**config.mk**
```make
export PLATFORM = sky130hd
export DESIGN_NAME = you_win_text_rom
export DESIGN_NICKNAME = d
export VERILOG_FILES = /design/src/rtl/text_overlay_pkg.sv /design/src/rtl/font_rom_8x16.sv /design/src/rtl/you_win_text_rom.sv
export SDC_FILE = /design/constraint.sdc
export NUM_CORES = 1
export LEC_CHECK = 0
export BUFFER_PORTS_ARGS = -buffer_cell sky130_fd_sc_hd__buf_2
export CORE_MARGIN = 3
export CORE_UTILIZATION = 59
export CTS_BUF_LIST = sky130_fd_sc_hd__clkbuf_2
export CTS_CLUSTER_SIZE = 16
export DETAILED_ROUTE_END_ITERATION = 10
export PLACE_DENSITY = 0.89
export SLEW_MARGIN = 20
export SYNTH_ARGS = -nofsm -noshare
export SYNTH_HDL_FRONTEND = slang
export SYNTH_SLANG_ARGS = --single-unit
export TNS_END_PERCENT = 50
```
**constraint.sdc**
```tcl
create_clock -name pclk -period 6.28 [get_ports pclk]
set_input_delay 0.628 -clock pclk [delete_from_list [all_inputs] [get_ports pclk]]
set_output_delay 0.628 -clock pclk [all_outputs]
set_load 0.005 [all_outputs]
```
**src/rtl/text_overlay_pkg.sv**
```systemverilog
// Shared definitions for the end-of-game text overlay: glyph codes, message
// strings and overlay geometry.
package text_overlay_pkg;

  typedef enum logic [3:0] {
    GLYPH_SPACE = 4'd0,
    GLYPH_Y     = 4'd1,
    GLYPH_O     = 4'd2,
    GLYPH_U     = 4'd3,
    GLYPH_W     = 4'd4,
    GLYPH_I     = 4'd5,
    GLYPH_N     = 4'd6,
    GLYPH_L     = 4'd7,
    GLYPH_S     = 4'd8,
    GLYPH_E     = 4'd9
  } glyph_e;

  localparam int unsigned H_SCALE_DEF  = 10;
  localparam int unsigned V_SCALE_DEF  = 5;
  localparam int unsigned OVERLAY_CELL = 80;

  typedef glyph_e msg_t [8];

  localparam msg_t MSG_WIN  = '{GLYPH_Y, GLYPH_O, GLYPH_U, GLYPH_SPACE,
                                GLYPH_W, GLYPH_I, GLYPH_N, GLYPH_SPACE};
  localparam msg_t MSG_LOSE = '{GLYPH_Y, GLYPH_O, GLYPH_U, GLYPH_SPACE,
                                GLYPH_L, GLYPH_O, GLYPH_S, GLYPH_E};

  localparam logic [3:0] MSG_WIN_LEN  = 4'd7;
  localparam logic [3:0] MSG_LOSE_LEN = 4'd8;

  // Column beyond the selected message's length resolves to space.
  function automatic glyph_e msg_char(input logic sel, input logic [3:0] col);
    glyph_e g;
    g = GLYPH_SPACE;
    if (!sel) begin
      if (col < MSG_WIN_LEN) g = MSG_WIN[col[2:0]];
    end else begin
      if (col < MSG_LOSE_LEN) g = MSG_LOSE[col[2:0]];
    end
    return g;
  endfunction

endpackage

```
**src/rtl/font_rom_8x16.sv**
```systemverilog
// Synchronous 8x16 glyph ROM; row 0 sits in the most significant byte and
// font bit 7 is the leftmost pixel.
module font_rom_8x16
  import text_overlay_pkg::*;
(
  input  logic       clk_i,
  input  logic       rst_i,
  input  glyph_e     code_i,
  input  logic [3:0] row_i,
  output logic [7:0] row_o
);

  logic [127:0] glyph;

  always_comb begin
    glyph = '0;
    case (code_i)
      GLYPH_Y: glyph = 128'hC3C3_6666_3C3C_1818_1818_1818_1818_0000;
      GLYPH_O: glyph = 128'h3C66_C3C3_C3C3_C3C3_C3C3_C3C3_663C_0000;
      GLYPH_U: glyph = 128'hC3C3_C3C3_C3C3_C3C3_C3C3_C3C3_663C_0000;
      GLYPH_W: glyph = 128'hC3C3_C3C3_C3C3_C3C3_DBDB_FFFF_E7C3_0000;
      GLYPH_I: glyph = 128'h7E18_1818_1818_1818_1818_1818_187E_0000;
      GLYPH_N: glyph = 128'hC3E3_E3F3_F3DB_DBCF_CFC7_C7C3_C3C3_0000;
      GLYPH_L: glyph = 128'hC0C0_C0C0_C0C0_C0C0_C0C0_C0C0_C0FF_0000;
      GLYPH_S: glyph = 128'h7EC3_C0C0_603C_0603_0303_03C3_C37E_0000;
      GLYPH_E: glyph = 128'hFFC0_C0C0_C0C0_FEC0_C0C0_C0C0_C0FF_0000;
      default: glyph = '0;
    endcase
  end

  // {~row, 3'b000} == 8*(15-row): row 0 is the top byte.
  always_ff @(posedge clk_i) begin
    if (rst_i) row_o <= '0;
    else       row_o <= glyph[{~row_i, 3'b000} +: 8];
  end

endmodule

```
**src/rtl/you_win_text_rom.sv**
```systemverilog
// End-of-game overlay glyph responder: cell/line request in, scaled 80-pixel
// row out two pclk cycles later, with per-frame message latch and blink.
module you_win_text_rom
  import text_overlay_pkg::*;
#(
  parameter int unsigned BLINK_FRAMES = 30,
  parameter int unsigned H_SCALE      = H_SCALE_DEF,
  parameter int unsigned V_SCALE      = V_SCALE_DEF
) (
  input  logic                    pclk,
  input  logic                    rst,
  input  logic [7:0]              char_yx_in,
  input  logic [7:0]              char_line_in,
  input  logic                    vsync_in,
  input  logic                    msg_sel_in,
  input  logic                    blink_en_in,
  output logic [OVERLAY_CELL-1:0] char_pixels_out
);

  localparam int unsigned CW = (BLINK_FRAMES > 1) ? $clog2(BLINK_FRAMES) : 1;
  localparam logic [CW-1:0] CNT_LAST   = CW'(BLINK_FRAMES - 1);
  localparam logic [7:0]    LINE_LIMIT = 8'(OVERLAY_CELL);

  logic          vsync_d_q;
  logic          vsync_rise;
  logic          msg_q, msg_d;
  logic [CW-1:0] frame_cnt_q, frame_cnt_d;
  logic          visible_q, visible_d;

  glyph_e        code_q, code_d;
  logic [3:0]    row_q, row_d;
  logic          oor_q, oor_d;
  logic          vis_s1_q;

  glyph_e        rom_code;
  logic [7:0]    rom_row;

  assign vsync_rise = vsync_in & ~vsync_d_q;

  always_comb begin
    msg_d       = msg_q;
    frame_cnt_d = frame_cnt_q;
    visible_d   = visible_q;
    if (vsync_rise) msg_d = msg_sel_in;
    if (!blink_en_in) begin
      frame_cnt_d = '0;
      visible_d   = 1'b1;
    end else if (vsync_rise) begin
      if (frame_cnt_q == CNT_LAST) begin
        frame_cnt_d = '0;
        visible_d   = ~visible_q;
      end else begin
        frame_cnt_d = frame_cnt_q + 1'b1;
      end
    end
  end

  always_comb begin
    code_d = GLYPH_SPACE;
    if (char_yx_in[7:4] == 4'd0) code_d = msg_char(msg_q, char_yx_in[3:0]);
    row_d = 4'(char_line_in / V_SCALE);
    oor_d = (char_line_in >= LINE_LIMIT);
  end

  always_ff @(posedge pclk) begin
    if (rst) begin
      vsync_d_q   <= 1'b0;
      msg_q       <= 1'b0;
      frame_cnt_q <= '0;
      visible_q   <= 1'b1;
      code_q      <= GLYPH_SPACE;
      row_q       <= '0;
      oor_q       <= 1'b0;
      vis_s1_q    <= 1'b0;
    end else begin
      vsync_d_q   <= vsync_in;
      msg_q       <= msg_d;
      frame_cnt_q <= frame_cnt_d;
      visible_q   <= visible_d;
      code_q      <= code_d;
      row_q       <= row_d;
      oor_q       <= oor_d;
      vis_s1_q    <= visible_q;
    end
  end

  // Blanking is folded into the ROM address so the output stays a pure
  // re-wiring of the ROM register, keeping latency at two cycles.
  assign rom_code = (oor_q || !vis_s1_q) ? GLYPH_SPACE : code_q;

  font_rom_8x16 u_font_rom (
    .clk_i (pclk),
    .rst_i (rst),
    .code_i(rom_code),
    .row_i (row_q),
    .row_o (rom_row)
  );

  // Output bit i shows scaled column 80-i; column 0 has no bit, bit 0 is tied low.
  assign char_pixels_out[0] = 1'b0;
  for (genvar i = 1; i < OVERLAY_CELL; i++) begin : g_expand
    assign char_pixels_out[i] = rom_row[7 - (OVERLAY_CELL - i) / H_SCALE];
  end

endmodule

```
**Word level (Yosys, flattened, before mapping)**

Memories as Yosys holds them, arrays and structs flattened.
Cells that the tools add are included.

- Add/subtract/negate cells: 1
- Div/mod/pow operators: 1
- Order comparisons: 4
- Eq/ne operators: 1
- Shift-type cells: 1
- Muxes and demuxes: 9
- Bitwise logic cells: 7
- Reductions and logical operators: 6

Operator list:

| cell | count |
|---|---|
| $shiftx 128x8->8 | 1 |
| $div 8x3->32 const B | 1 |
| $mux 4 | 8 |
| $ge 8x7->1 const B | 1 |
| $add 5x1->5 const B | 1 |
| $eq 5x5->1 const B | 1 |
| $mux 5 | 1 |
| $ge 4x4->1 const B | 1 |
| $logic_not 4->1 | 1 |
| $lt 4x3->1 const B | 1 |
| $lt 4x4->1 const B | 1 |
| $not 1->1 | 4 |
| $not 3->4 | 1 |
| $not 4->4 | 1 |
| $reduce_or 2->1 | 2 |
| $reduce_and 2->1 | 1 |
| $and 1x1->1 | 1 |
| $logic_not 1->1 | 1 |
| $logic_or 1x1->1 | 1 |

- Register bits after elaboration: 26
- ROM bits: 1808
- Bits of input ports: 21
- Output and inout port bits: 80
- Word-level logic and storage cells: 42
- Memories: 3

Memories:

| memory | depth | bits a word | rd ports | clocked after memory_dff | write ports | line | RTL |
|---|---|---|---|---|---|---|---|
| (name not given) | 16 | 109 | 1 | 0 | 0 | font_rom_8x16.sv:17 | `case (code_i)` |
| (name not given) | 8 | 4 | 1 | 0 | 0 | text_overlay_pkg.sv:39 | `if (col < MSG_LOSE_LEN) g = MSG_LOSE[col[2:0]];` |
| (name not given) | 8 | 4 | 1 | 0 | 0 | text_overlay_pkg.sv:37 | `if (col < MSG_WIN_LEN) g = MSG_WIN[col[2:0]];` |

**Depth between registers and ports, before layout**

- Depth in word-level cells: 6
- Depth in mapped cells: 17
- Mapped depth without buffers: 17

**Cells and area by module**

From an unflattened synthesis, not the netlist that was laid out.

- Cell total of the unflattened synthesis: 515
- Area, all modules: 3976.3 µm²

Modules (own cells, without submodules):

| module | times used | cells an instance | area each (µm²) | seq. area each (µm²) |
|---|---|---|---|---|
| you_win_text_rom | 1 | 322 | 2542.4 | 360.3 |
| font_rom_8x16 | 1 | 193 | 1433.9 | 160.2 |

**Worst setup path before layout**

No wires, ideal clock.

- Path kind: input-to-reg
- From: input port char_line_in[5]
- To: register row_q[0]
- Setup time: 88 ps
- Data arrival time: 4210 ps
- Required time: 6192 ps
- Slack: 1982 ps
- Stages on the path: 17
- Path buffers: 0
- Cells stage by stage: nor2_1 inv_1 ha_1 and2b_1 o221a_4 o32a_1 o32ai_2 nand3b_4 xnor2_1 ha_1 or2_2 a31o_2 a211oi_1 mux2i_1 xor2_1 o2111a_1 o32ai_2

- Cells in the longest elaborated chain, start to end: 1

Ends and longest elaborated chain:

| what | line | RTL |
|---|---|---|
| start: declaration | you_win_text_rom.sv:13 | `input logic [7:0] char_line_in,` |
| $div 8x3->32 | you_win_text_rom.sv:61 | `row_d = 4'(char_line_in / V_SCALE);` |
| end signal: assignment | you_win_text_rom.sv:81 | `row_q <= row_d;` |
| end: declaration | you_win_text_rom.sv:31 | `logic [3:0] row_q, row_d;` |

Every way passes these cells.
A chain may end at the register's enable or synchronous reset.

**Worst setup path after layout**

Same ends and word-level chain as after synthesis.

==> metrics.yaml <==
cells_and_area:
  nets: 532
  finalNonFillerCells: 564
  multi_input_area_mm2: 0.00225
  seqCellArea_um2: 520
  final_area_mm2: 0.00347
  fillCellCount: 526
  antennaDiodeCount: 0
  drive_above_1_share: 0.246
  synthToLayoutAreaGrowth_pct: 0.0360
  final_core_util: 0.619
yosys:
  synth-edff-count: 0
  synth.distinct_cells: 70
  syn_area_mm2: 0.00347
  ys.flop_type: "dfxtp_1"
  synth_seq_cells: 26
  synthesis.instances: 483
  syn-num-nets: 522
  synth-seq-area-share: 0.150
  yosysWarnings: 0
  syn_avg_cell_area_um2: 7.19
  async_flop_share: 0
pwr:
  pwr-share-seq: 0.364
  clockPowerShare: 0.190
  p_comb_frac: 0.446
  p_per_area_mw_per_mm2: 170
  p_leak_uw: 0.00165
  peakVddDrop_mv: 0.103
  p_int_uw: 351
  p_sw_frac: 0.405
  switching_power_uw: 239
timing:
  rsz0062_at_grt: "false"
  layout_min_cycle_time_ns: 4.58
  hold_viol: 0
  finalSetupViolations: 0
  timing.final.ws_setup_ns: 1.70
  worstMarginPinSlew_ns: 0.788
  final.setup.tns_ns: 0
  fmax_ghz: 0.219
  slew_headroom: 0.474
  fin_worst_skew_ns: 0.0631
  drv_slew: 0
  period_share: 0.729
placed_design:
  io_buffers: 99
  dp_slack_ns: 1.38
  placed_cell_area_mm2: 0.00343
  routabilityCongestion: 0.959
  dp_hpwl_um: 6290
  dp_cells: 560
clocking:
  htree_levels: 1
  clkTransAtPathRegs_ns: 0.23
  cts_buffer_depth: 2
  postCtsSetupBuffers: 0
  numClockSinks: 26
  postCtsHoldBufs: 0
  clk_latency_ns: 0.40
  cts_root_buffer: "clkbuf_2"
  cts_tree: "done"
  cts_resized: 0
  cts_inserted_buffers: 3
floorplan:
  dieArea_mm2: 0.00684
  coreArea_mm2: 0.00561
  fp.dieW_um: 82.7
  start_util: 0.619
  placementRows: 27
  pin_count: 101
  die_h_um: 82.7
outcome:
  status: "finished clean"
setup_path:
  r2r-end: "u_font_rom.row_o[3]"
  startpoint_type: "input port"
  required_ns: 6.57
  crit_type: "in2reg"
  r2r_cells: 11
  crit_fanout: 15
  regToRegSetupSlack_ns: 3.61
  end_kind: "flop"
  rr_startpoint: "vis_s1_q"
  worstPathArrival_ns: 4.86
route:
  wl_per_cell_um: 14.6
  drt-total-wl_um: 8250
  drc: 0
  vias_per_cell: 6.26
  drtIter0Drc: 353
  firstDrtPassIters: 7
  postRouteAntennaNets: 0
  via_count: 3530
run:
  cap_violations: 0
global_route:
  grt_pass1_wl_um: 12800
  grt_pass1_vias: 2859
  grtUsageTotal: 0.229
  grt_max_degree: 25
  antenna_found_initial: 0
  grt_overflow_total: 0
hold_path:
  hold_path.class: "in2reg"
  hold_path_depth: 2
  min_from: "char_yx_in[2]"
  min_to: "code_q[1]"
-- final cells by class --
class | count | area share
sequential | 26 | 0.150
inverter | 19 | 0.0205
multi-input combinational | 344 | 0.648
timing repair buffer | 99 | 0.143
tap | 72 | 0.0259
clock buffer | 3 | 0.00432
clock inverter | 1 | 0.00865
-- per-stage QoR --
stage / total power (uW) / hold WS (ns)
after floorplan: 448 / 0.451
after global placement: 468 / 0.471
after detailed placement: 476 / 0.472
after CTS: 587 / 0.471
after global routing: 633 / 0.455
final: 590 / 0.485
-- power groups by stage --
| stage | combinational, uW | sequential, uW | clock, uW |
|---|---|---|---|
| 6_report | 263 | 215 | 112 |
| 5_1_grt | 295 | 221 | 117 |
| 4_1_cts | 261 | 214 | 112 |
| 3_5_place_dp | 259 | 217 | 0 |
| 3_3_place_gp | 252 | 216 | 0 |
| 2_1_floorplan | 250 | 198 | 0 |
-- critical path: stages --
cell and delay, ns:
buf_2 0.18, nor2_1 0.26, inv_1 0.10, ha_1 0.36, and2b_1 0.26, o221a_4 0.31
nor3_4 0.35, nand4_1 0.32, nand3b_4 0.24, xnor2_1 0.14, ha_1 0.25, or2_2 0.30
a31o_2 0.25, a211oi_1 0.25, mux2i_1 0.15, xor2_1 0.16, o2111a_1 0.13, o32ai_2 0.22
-- synthesized netlist by cell type, types with 3 or more instances --
| cell | number | share of area |
|---|---|---|
| nand2_1 | 34 | 0.037 |
| xnor2_1 | 6 | 0.015 |
| o211ai_1 | 6 | 0.013 |
| nand3_1 | 12 | 0.017 |
| a31oi_1 | 4 | 0.0072 |
| mux2i_1 | 6 | 0.017 |
| or3_1 | 3 | 0.0054 |
| nor2_1 | 52 | 0.056 |
| nor2b_1 | 13 | 0.023 |
| inv_1 | 19 | 0.021 |
| a311oi_1 | 4 | 0.010 |
| o221ai_1 | 4 | 0.010 |
| o211a_1 | 3 | 0.0086 |
| clkbuf_1 | 17 | 0.018 |
| buf_2 | 5 | 0.0072 |
| and3_1 | 3 | 0.0054 |
| nand4_1 | 7 | 0.013 |
| a211oi_1 | 11 | 0.024 |
| buf_4 | 72 | 0.16 |
| o31ai_1 | 4 | 0.0086 |
| xor2_1 | 5 | 0.013 |
| nand3b_1 | 3 | 0.0065 |
| o21ai_0 | 30 | 0.043 |
| nor3b_1 | 3 | 0.0065 |
| nand2b_1 | 5 | 0.0090 |
| a21oi_1 | 34 | 0.049 |
| and2_1 | 4 | 0.0072 |
| o21a_1 | 6 | 0.013 |
| a21o_1 | 3 | 0.0065 |
| dfxtp_1 | 26 | 0.15 |
| ha_1 | 18 | 0.065 |
| nor3_1 | 7 | 0.010 |
-- placed cells by master (no fill, tap or decap), types with 3 or more instances in the layout --
cell and n:
a211oi_1 11, a21o_1 3, a21oi_1 34, a311oi_1 4, a31oi_1 4, and2_1 4
and3_1 3, buf_2 99, clkbuf_2 3, dfxtp_1 26, ha_1 18, inv_1 19
mux2i_1 6, nand2_1 34, nand2b_1 5, nand3_1 12, nand3b_1 3, nand4_1 7
nor2_1 52, nor2b_1 13, nor3_1 7, nor3b_1 3, o211a_1 3, o211ai_1 6
o21a_1 6, o21ai_0 30, o221ai_1 4, o31ai_1 4, or3_1 3, xnor2_1 6
xor2_1 5
-- cell families after synthesis --
group,Yosys count,share of synthesized area
adders and majority gates,19,0.0681
muxes,6,0.0173
DFF,26,0.150
other,1,0.00108
AOI/OAI and AO/OA,149,0.303
buffers and inverters,113,0.202
and+or+nand+nor,158,0.231
xor gates and xnor gates,11,0.0277
-- how the worst max path moves through the flow --
stage	from	end	slack, ns	depth (start not counted)
floorplan	char_line_in[5]	row_q[0]	1.98	17
global placement	char_line_in[5]	row_q[0]	1.56	18
detailed placement	char_line_in[5]	row_q[0]	1.38	18
CTS	char_line_in[5]	row_q[0]	1.79	18
global route	char_line_in[5]	row_q[0]	1.48	18
finish	char_line_in[5]	row_q[0]	1.70	18
-- metal layers --
layer,up-vias,wire (um),part of all wire,GRT usage
li1,1681,-,-,-
met1,1593,3410,0.41,0.312
met3,39,774,0.094,0.0260
met2,217,3790,0.46,0.365
met5,-,0,0,0
met4,0,275,0.033,0.0948
-- sequential cells by signal, indices dropped and copies added, names as in the netlist --
register and cells:
u_font_rom.row_o 8, frame_cnt_q 5, code_q 4, row_q 4
msg_q 1, oor_q 1, vis_s1_q 1, visible_q 1
vsync_d_q 1
(Power assumes the default switching activity.)
